File: config.mk
export PLATFORM = sky130hd
export DESIGN_NAME = vga_board_renderer
export DESIGN_NICKNAME = d
export VERILOG_FILES = /design/src/rtl/vga_board_renderer.sv
export SDC_FILE = /design/constraint.sdc
export NUM_CORES = 1
export LEC_CHECK = 0
export CAP_MARGIN = 20
export CORE_ASPECT_RATIO = 1.4
export CORE_UTILIZATION = 25
export DETAILED_ROUTE_END_ITERATION = 8
export GPL_TIMING_DRIVEN = 0
export PLACE_DENSITY = 0.48
export SETUP_SLACK_MARGIN = 0.3
export SLEW_MARGIN = 20
export SYNTH_ARGS = -nofsm -noshare
export SYNTH_HDL_FRONTEND = slang
export SYNTH_SLANG_ARGS = --single-unit
File: constraint.sdc
create_clock -name clk -period 4.9 [get_ports clk]
set_input_delay 0.98 -clock clk [delete_from_list [all_inputs] [get_ports clk]]
set_output_delay 0.98 -clock clk [all_outputs]
set_load 0.02 [all_outputs]
File: src/rtl/vga_board_renderer.sv
// 640x480@60 VGA renderer for the player and PC 5x5 boards, with a two-stage colour pipeline.
// Optional macro HIDE_PC_SHIPS_EN draws PC ship cells (codes 1-5) as water.
module vga_board_renderer #(
  parameter int H_ORIGIN_PLAYER = 0,
  parameter int H_ORIGIN_PC     = 320,
  parameter int V_ORIGIN        = 80
) (
  input  logic                 clk,
  input  logic                 rst,
  input  logic [4:0][4:0][3:0] matriz_player_final,
  input  logic [4:0][4:0][3:0] matriz_pc_final,
  output logic                 vga_clk,
  output logic                 hsync,
  output logic                 vsync,
  output logic                 blank_n,
  output logic                 sync_n,
  output logic [7:0]           red,
  output logic [7:0]           green,
  output logic [7:0]           blue,
  output logic                 frame_start
);

  localparam logic [9:0] H_LAST     = 10'd799;
  localparam logic [9:0] V_LAST     = 10'd524;
  localparam logic [9:0] H_VISIBLE  = 10'd640;
  localparam logic [9:0] V_VISIBLE  = 10'd480;
  localparam logic [9:0] HS_FIRST   = 10'd656;
  localparam logic [9:0] HS_LAST    = 10'd751;
  localparam logic [9:0] VS_FIRST   = 10'd490;
  localparam logic [9:0] VS_LAST    = 10'd491;
  localparam logic [9:0] BOARD_SPAN = 10'd320;
  localparam logic [9:0] ORG_PLAYER = 10'(H_ORIGIN_PLAYER);
  localparam logic [9:0] ORG_PC     = 10'(H_ORIGIN_PC);
  localparam logic [9:0] ORG_V      = 10'(V_ORIGIN);

  localparam logic [23:0] RGB_BLACK  = 24'h000000;
  localparam logic [23:0] RGB_WATER  = 24'h0000FF;
  localparam logic [23:0] RGB_SHIP   = 24'h808080;
  localparam logic [23:0] RGB_MISS   = 24'hFFFFFF;
  localparam logic [23:0] RGB_HIT    = 24'hFF0000;
  localparam logic [23:0] RGB_SUNK   = 24'h800000;
  localparam logic [23:0] RGB_CURSOR = 24'hFFFF00;
  localparam logic [23:0] RGB_ERROR  = 24'hFF00FF;

  logic                 tick_q;
  logic                 tick;
  logic [9:0]           hCnt_q, hCnt_d;
  logic [9:0]           vCnt_q, vCnt_d;
  logic                 frameEnd;
  logic                 frameStart_q;
  logic [4:0][4:0][3:0] shPlayer_q;
  logic [4:0][4:0][3:0] shPc_q;

  logic [9:0] lxPlayer, lxPc, ly;
  logic [8:0] lx;
  logic       inRows;
  logic       s1Vis_d, s1Player_d, s1Pc_d, s1Grid_d, s1Hs_d, s1Vs_d;
  logic [2:0] s1Row_d, s1Col_d;
  logic       s1Vis_q, s1Player_q, s1Pc_q, s1Grid_q, s1Hs_q, s1Vs_q;
  logic [2:0] s1Row_q, s1Col_q;

  logic [3:0]  cellCode;
  logic        hiddenShip;
  logic [23:0] rgb_d, rgb_q;
  logic        hsync_q, vsync_q, blank_q;

  assign tick     = ~tick_q;
  assign frameEnd = (hCnt_q == H_LAST) && (vCnt_q == V_LAST);
  assign hCnt_d   = (hCnt_q == H_LAST) ? 10'd0 : hCnt_q + 10'd1;
  assign vCnt_d   = (hCnt_q != H_LAST) ? vCnt_q :
                    (vCnt_q == V_LAST) ? 10'd0 : vCnt_q + 10'd1;

  // Shadows reload only at the last pixel of the frame so a frame never mixes two boards.
  always_ff @(posedge clk) begin
    if (rst) begin
      tick_q       <= 1'b0;
      hCnt_q       <= '0;
      vCnt_q       <= '0;
      frameStart_q <= 1'b0;
      shPlayer_q   <= '0;
      shPc_q       <= '0;
    end else begin
      tick_q       <= ~tick_q;
      frameStart_q <= tick && frameEnd;
      if (tick) begin
        hCnt_q <= hCnt_d;
        vCnt_q <= vCnt_d;
        if (frameEnd) begin
          shPlayer_q <= matriz_player_final;
          shPc_q     <= matriz_pc_final;
        end
      end
    end
  end

  // Unsigned wrap-around makes a single "< 320" test cover both edges of each board.
  always_comb begin
    lxPlayer   = hCnt_q - ORG_PLAYER;
    lxPc       = hCnt_q - ORG_PC;
    ly         = vCnt_q - ORG_V;
    inRows     = ly < BOARD_SPAN;
    s1Player_d = inRows && (lxPlayer < BOARD_SPAN);
    s1Pc_d     = inRows && !s1Player_d && (lxPc < BOARD_SPAN);
    lx         = s1Player_d ? lxPlayer[8:0] : lxPc[8:0];
    s1Grid_d   = (lx[5:0] == 6'd0) || (lx[5:0] == 6'd63) ||
                 (ly[5:0] == 6'd0) || (ly[5:0] == 6'd63);
    s1Col_d    = (s1Player_d || s1Pc_d) ? lx[8:6] : 3'd0;
    s1Row_d    = (s1Player_d || s1Pc_d) ? ly[8:6] : 3'd0;
    s1Vis_d    = (hCnt_q < H_VISIBLE) && (vCnt_q < V_VISIBLE);
    s1Hs_d     = !((hCnt_q >= HS_FIRST) && (hCnt_q <= HS_LAST));
    s1Vs_d     = !((vCnt_q >= VS_FIRST) && (vCnt_q <= VS_LAST));
  end

  always_comb begin
    cellCode   = s1Pc_q ? shPc_q[s1Row_q][s1Col_q] : shPlayer_q[s1Row_q][s1Col_q];
    hiddenShip = 1'b0;
`ifdef HIDE_PC_SHIPS_EN
    hiddenShip = s1Pc_q;
`endif
    rgb_d = RGB_BLACK;
    if (s1Vis_q && (s1Player_q || s1Pc_q) && !s1Grid_q) begin
      case (cellCode)
        4'd0:                         rgb_d = RGB_WATER;
        4'd1, 4'd2, 4'd3, 4'd4, 4'd5: rgb_d = hiddenShip ? RGB_WATER : RGB_SHIP;
        4'd6:                         rgb_d = RGB_MISS;
        4'd7:                         rgb_d = RGB_HIT;
        4'd8:                         rgb_d = RGB_SUNK;
        4'd9:                         rgb_d = RGB_CURSOR;
        default:                      rgb_d = RGB_ERROR;
      endcase
    end
  end

  // Sync levels idle high through reset so the DAC never sees a spurious sync pulse.
  always_ff @(posedge clk) begin
    if (rst) begin
      s1Vis_q    <= 1'b0;
      s1Player_q <= 1'b0;
      s1Pc_q     <= 1'b0;
      s1Grid_q   <= 1'b0;
      s1Row_q    <= '0;
      s1Col_q    <= '0;
      s1Hs_q     <= 1'b1;
      s1Vs_q     <= 1'b1;
      rgb_q      <= '0;
      hsync_q    <= 1'b1;
      vsync_q    <= 1'b1;
      blank_q    <= 1'b0;
    end else if (tick) begin
      s1Vis_q    <= s1Vis_d;
      s1Player_q <= s1Player_d;
      s1Pc_q     <= s1Pc_d;
      s1Grid_q   <= s1Grid_d;
      s1Row_q    <= s1Row_d;
      s1Col_q    <= s1Col_d;
      s1Hs_q     <= s1Hs_d;
      s1Vs_q     <= s1Vs_d;
      rgb_q      <= rgb_d;
      hsync_q    <= s1Hs_q;
      vsync_q    <= s1Vs_q;
      blank_q    <= s1Vis_q;
    end
  end

  assign vga_clk     = tick_q;
  assign frame_start = frameStart_q;
  assign hsync       = hsync_q;
  assign vsync       = vsync_q;
  assign blank_n     = blank_q;
  assign sync_n      = 1'b0;
  assign red         = rgb_q[23:16];
  assign green       = rgb_q[15:8];
  assign blue        = rgb_q[7:0];

endmodule

== Word-level counts from Yosys, hierarchy flattened ==
Memories as Yosys holds them, arrays and structs flattened.
Cells that the tools add are included.
Operators by class
  add/subtract/negate cells: 4
  magnitude comparators: 11
  equal/unequal tests: 5
  mux-type cells: 15
  bitwise gates (word level): 2
  reduce and logical (&&, ||, !) cells: 23
Operators with widths (number)
  binary-select mux 20 bit (select 3 bit): 2
  less-than comparator 10 x 9 -> 1 bit (second input constant): 4
  2-to-1 mux 20 bit: 2
  binary-select mux 4 bit (select 3 bit): 2
  2-to-1 mux 24 bit: 1
  adder 10 x 1 -> 10 bit (second input constant): 2
  equality test 10 bit (second input constant): 2
  2-to-1 mux 10 bit: 2
  equality test 6 bit (second input constant): 2
  logical NOT 6 bit: 2
  2-to-1 mux 4 bit: 3
  greater-or-equal comparator 10 bit (second input constant): 1
  greater-or-equal comparator 10 x 9 -> 1 bit (second input constant): 1
  less-or-equal comparator 10 bit (second input constant): 1
  less-or-equal comparator 10 x 9 -> 1 bit (second input constant): 1
  logical AND 1 bit: 10
  less-than comparator 10 bit (second input constant): 1
  != test 10 bit (second input constant): 1
  subtractor 10 x 7 -> 10 bit (second input constant): 1
  subtractor 10 x 9 -> 10 bit (second input constant): 1
  2-to-1 mux 9 bit: 1
  less-than comparator 3 x 4 -> 1 bit (second input constant): 2
  2-to-1 mux 3 bit: 2
  logical OR 1 bit: 5
  3 further kinds: 8
Word-level totals
  flip-flop bits (word level): 261
  ROM bits: 384
  input bits: 202
  output and inout bits: 30
  word-level logic and storage cells: 127
  memories: 1
Memory list
  (name not given): words 16, bits a word 24, read ports 1, clocked after Yosys merged registers in 0, write ports 0, RTL line 122  | case (cellCode)

== Longest topological paths before layout ==
  depth in word-level cells: 8
  gate-level depth with buffers: 10
  gate-level depth less buffers: 9

== Worst setup path after synthesis ==
No wires, ideal clock.
  path kind: reg-to-reg
  start: register s1Col_q[0]
  end: register rgb_q[15]
  library setup time: 84 ps
  arrival time: 2179 ps
  setup slack: 2637 ps
  cell stages (with the launch flop): 10
  buffers on the path: 3
  clock period less this slack: 2263 ps
  cells stage by stage: dfxtp_1 > buf_6 > buf_12 > buf_4 > mux4_1 > mux2_2 > a32o_1 > o32a_2 > a22o_1 > o31ai_2
On the way
  cells in the longest elaborated chain, start to end: 5
Ends and longest elaborated chain
  from (decl): RTL line 60  | logic [2:0] s1Row_q, s1Col_q;
  from (signal assigned): RTL line 155  | s1Col_q <= s1Col_d;
  binary-select mux 4 bit (select 3 bit): RTL line 115  | cellCode = s1Pc_q ? shPc_q[s1Row_q][s1Col_q] : shPlayer_q[s1Row_q][s1Col_q];
  2-to-1 mux 4 bit (implied by the code): RTL line 115
  2-to-1 mux 4 bit (*): RTL line 115
  memory read (16 x 24 bit) (*)
  2-to-1 mux 24 bit (*): RTL line 121  | if (s1Vis_q && (s1Player_q || s1Pc_q) && !s1Grid_q) begin
  to (signal assigned): RTL line 158  | rgb_q <= rgb_d;
  to (decl): RTL line 64  | logic [23:0] rgb_d, rgb_q;
Mark *: on every way between the ends. The rest lies on a longest branch, timed or not. The select of a mux whose other input is x is not followed.
A chain may end at the register's enable or synchronous reset.

== Final worst setup path ==
  start: register s1Row_q[0]
  end: register rgb_q[6]
On the way
  cells in the longest elaborated chain, start to end: 7
Ends and longest elaborated chain
  from (decl): RTL line 60
  from (signal assigned): RTL line 154  | s1Row_q <= s1Row_d;
  binary-select mux 20 bit (select 3 bit): RTL line 115
  2-to-1 mux 20 bit (implied by the code): RTL line 115
  binary-select mux 4 bit (select 3 bit): RTL line 115
  2-to-1 mux 4 bit (implied by the code): RTL line 115
  2-to-1 mux 4 bit (*): RTL line 115
  memory read (16 x 24 bit) (*)
  2-to-1 mux 24 bit (*): RTL line 121
Marks and branches as above.

==> run summary <==
status: finished, final reports clean
share of the yosys chip area belonging to registers: 48.2%
min Tclk post-route: 3.15 ns
CTS tree: yes
Max-slew headroom: 42.8%
RSZ-0062 raised after global routing: false
Async SR Flop Fraction: 0%
post-synthesis cell type count: 67
CTS Hold Buffers Added: 0
Slowest-stage cell, CP: buf_2
worst slew pin tran: 0.856 ns
final setup violation count: 0
most common cell after layout, fill and taps aside: dfxtp_1
Startpoint Class: flop
Post-CTS Resized: 0
Top FF cell, synth: dfxtp_1
# fillers: 4,055
Final ANT Viol Nets: 0
drt first-iter violations: 441
worst reg-to-reg setup slack: 1.75 ns
register area: 4860 um2
initial antenna violation count: 3
Yosys warnings: 0
Fin. Hold Viols: 0
Crit path max-delay family: buffers and inverters
vias in the first global route: 8,539
TNS Setup: 0 ns
Die Span X: 172 um
Clock Tree Root: clkbuf_16
type of the most critical hold path: flop to flop
Req. time, crit path: 5.36 ns
first-pass GRT wire length: 53,900 um
Worst Skew: 0.0184 ns
critical register-to-register path startpoint: s1Row_q[0]
Multi-input gate area: 4670 um2
Setup crit end: rgb_q[6]
# port buffers: 229
EDFF count, synth: 0
crit-path cells: buf_6 -> buf_2 -> buf_2 -> mux4_2 -> mux2i_1 -> o22ai_1 -> o32a_2 -> o21bai_1 -> a221oi_2
largest net degree at the start of global routing: 14
final hold slack: 0.465 ns
Crit Path Max Fanout: 10
Num CTS Buffers: 27
Initial DRT Pass Iterations: 6
Vias per Instance: 4.87
H-tree levels: 1
leak pwr: 5.10 nW
DP HPWL: 27,500 um
core area: 39,600 um2
Register-to-Register Path Depth: 9
Post-Syn Area: 10,100 um2
GRT Overall Usage: 17.9%
Setup Buffers After CTS: 0
Top Ports: 232
WP buf/inv: 3
reg2reg end: rgb_q[6]
Nets: 1,353
Area Overhead vs Synth: 38.0%
Overflow after GRT: 0
initial core utilization: 25.5%
most used cell, CP: buf_2
Post-Synthesis Cells: 884
syn_area_per_cell: 11.4 um2
Worst Setup SP: s1Row_q[0]
proportion of layout cells with a drive suffix above 1: 11.2%
Max Freq: 318 MHz
critical path depth: 9
# rows: 86
most frequent cells in the layout: dfxtp_1, clkdlybuf4s50_1, a22o_1
Clock Latency Late Sink: 0.56 ns
CP Class: flop to flop
clock sinks: 243
CP peak stage delay: 0.49 ns
# DRC: 0
DR vias: 8,228
clock buffer depth: 3
CP Capture Type: flop
final period utilization: 64.2%
Post-Route WL: 37,000 um
Max Slew Vio Count: 0
max cap viols: 0
average wire per standard cell: 21.9 um
Peak VDD IR: 0.000273 V
number of synthesized register bits: 243
Power Density: 308 nW/um2
Worst EP arrival: 3.61 ns
Die Footprint: 41,200 um2
Die Y: 240 um
syn_nets: 1,095
GP Congestion: 0.807
Clk pin slew, worst setup/hold paths: 0.06 ns
per-layer routing:
layer  vias to the layer above  track usage (%)  wire (um)
met2                       255             31.6      18800
li1                       3889                -          -
met3                        53             2.63       1950
met5                         -                0         14
met4                         2             6.60        981
met1                      4029             21.6      15300
registers in the layout, summed over array words and instances (netlist names):
name / cells
s1Player_q: 1
s1Pc_q: 1
blank_n: 1
frame_start: 1
s1Vis_q: 1
shPlayer_q: 100
s1Vs_q: 1
s1Col_q: 3
hCnt_q: 10
s1Grid_q: 1
shPc_q: 100
s1Row_q: 3
vga_clk: 1
vCnt_q: 10
vsync: 1
rgb_q: 6
s1Hs_q: 1
hsync: 1
stage by stage:
step | util (%) | cell area [um2] | setup slack (ns) | instances | power (mW)
after detailed placement | 32.9 | 13000 | 1.77 | 1641 | 2.30
after global placement | 32.9 | 13000 | 1.75 | 1641 | 2.30
final | 35.2 | 13900 | 1.75 | 1691 | 4.28
after global routing | 35.2 | 13900 | 1.61 | 1691 | 4.43
after floorplan | - | 10100 | 2.64 | 884 | 2.08
after CTS | 35.2 | 13900 | 1.75 | 1689 | 4.34
power breakdown:
part / switching [mW] / internal, mW
registers: 0.00466 / 1.98
logic: 0.106 / 0.159
clock network: 0.845 / 1.19
cell families (layout without fill, tap and decap cells):
family	Yosys count	count (layout)	synth area share, %
simple gates	160	160	8.22
xor+xnor	21	21	1.82
fa+ha+maj	9	9	1.12
other cells	1	3	0.0372
buf+inv	106	383	5.50
flops	243	243	48.2
compound gates	282	282	23.2
mux	62	62	11.9
area by class of cell:
| cell class | count | share of cell area (%) |
|---|---|---|
| Antenna cell | 2 | 0.0359 |
| Buffer | 95 | 3.69 |
| Clock buffer | 42 | 5.83 |
| Clock inverter | 6 | 0.476 |
| Inverter | 11 | 0.296 |
| Multi-Input combinational cell | 535 | 33.5 |
| Sequential cell | 243 | 34.9 |
| Tap cell | 528 | 4.74 |
| Timing Repair Buffer | 229 | 16.5 |
synthesized netlist by cell type (5+ instances only):
library cell  count  area, um2
xnor2_1           8       70.1
ha_1              9        113
buf_6             5       56.3
nor3_1            5       25.0
o31ai_1           5       37.5
nand2_1          36        135
nand3_1          13       65.1
dfxtp_1         243       4860
mux4_1           13        342
inv_1            11       41.3
a21oi_1          17       85.1
mux2i_1          16        160
buf_2            10       50.1
o21ai_0           9       45.0
clkbuf_1         55        206
nand2b_1          7       43.8
nor2_1           50        188
buf_4            21        158
a22o_1          203       1780
xor2_1           13        114
mux4_2           29        653
a22oi_1           9       67.6
nor2b_1          11       68.8
and3_1            5       31.3
how the worst min path moves through the flow:
stage                   startpoint  depth (start not counted)  slack (ns)        endpoint
detailed placement      shPc_q[11]                          1        0.46      shPc_q[11]
CTS                     shPc_q[11]                          1        0.47      shPc_q[11]
floorplan               shPc_q[14]                          1        0.44      shPc_q[14]
global placement    shPlayer_q[20]                          1        0.45  shPlayer_q[20]
finish                       hsync                          1        0.47           hsync
global route            shPc_q[32]                          1        0.48      shPc_q[32]
Power figures use the tool's default switching activity.
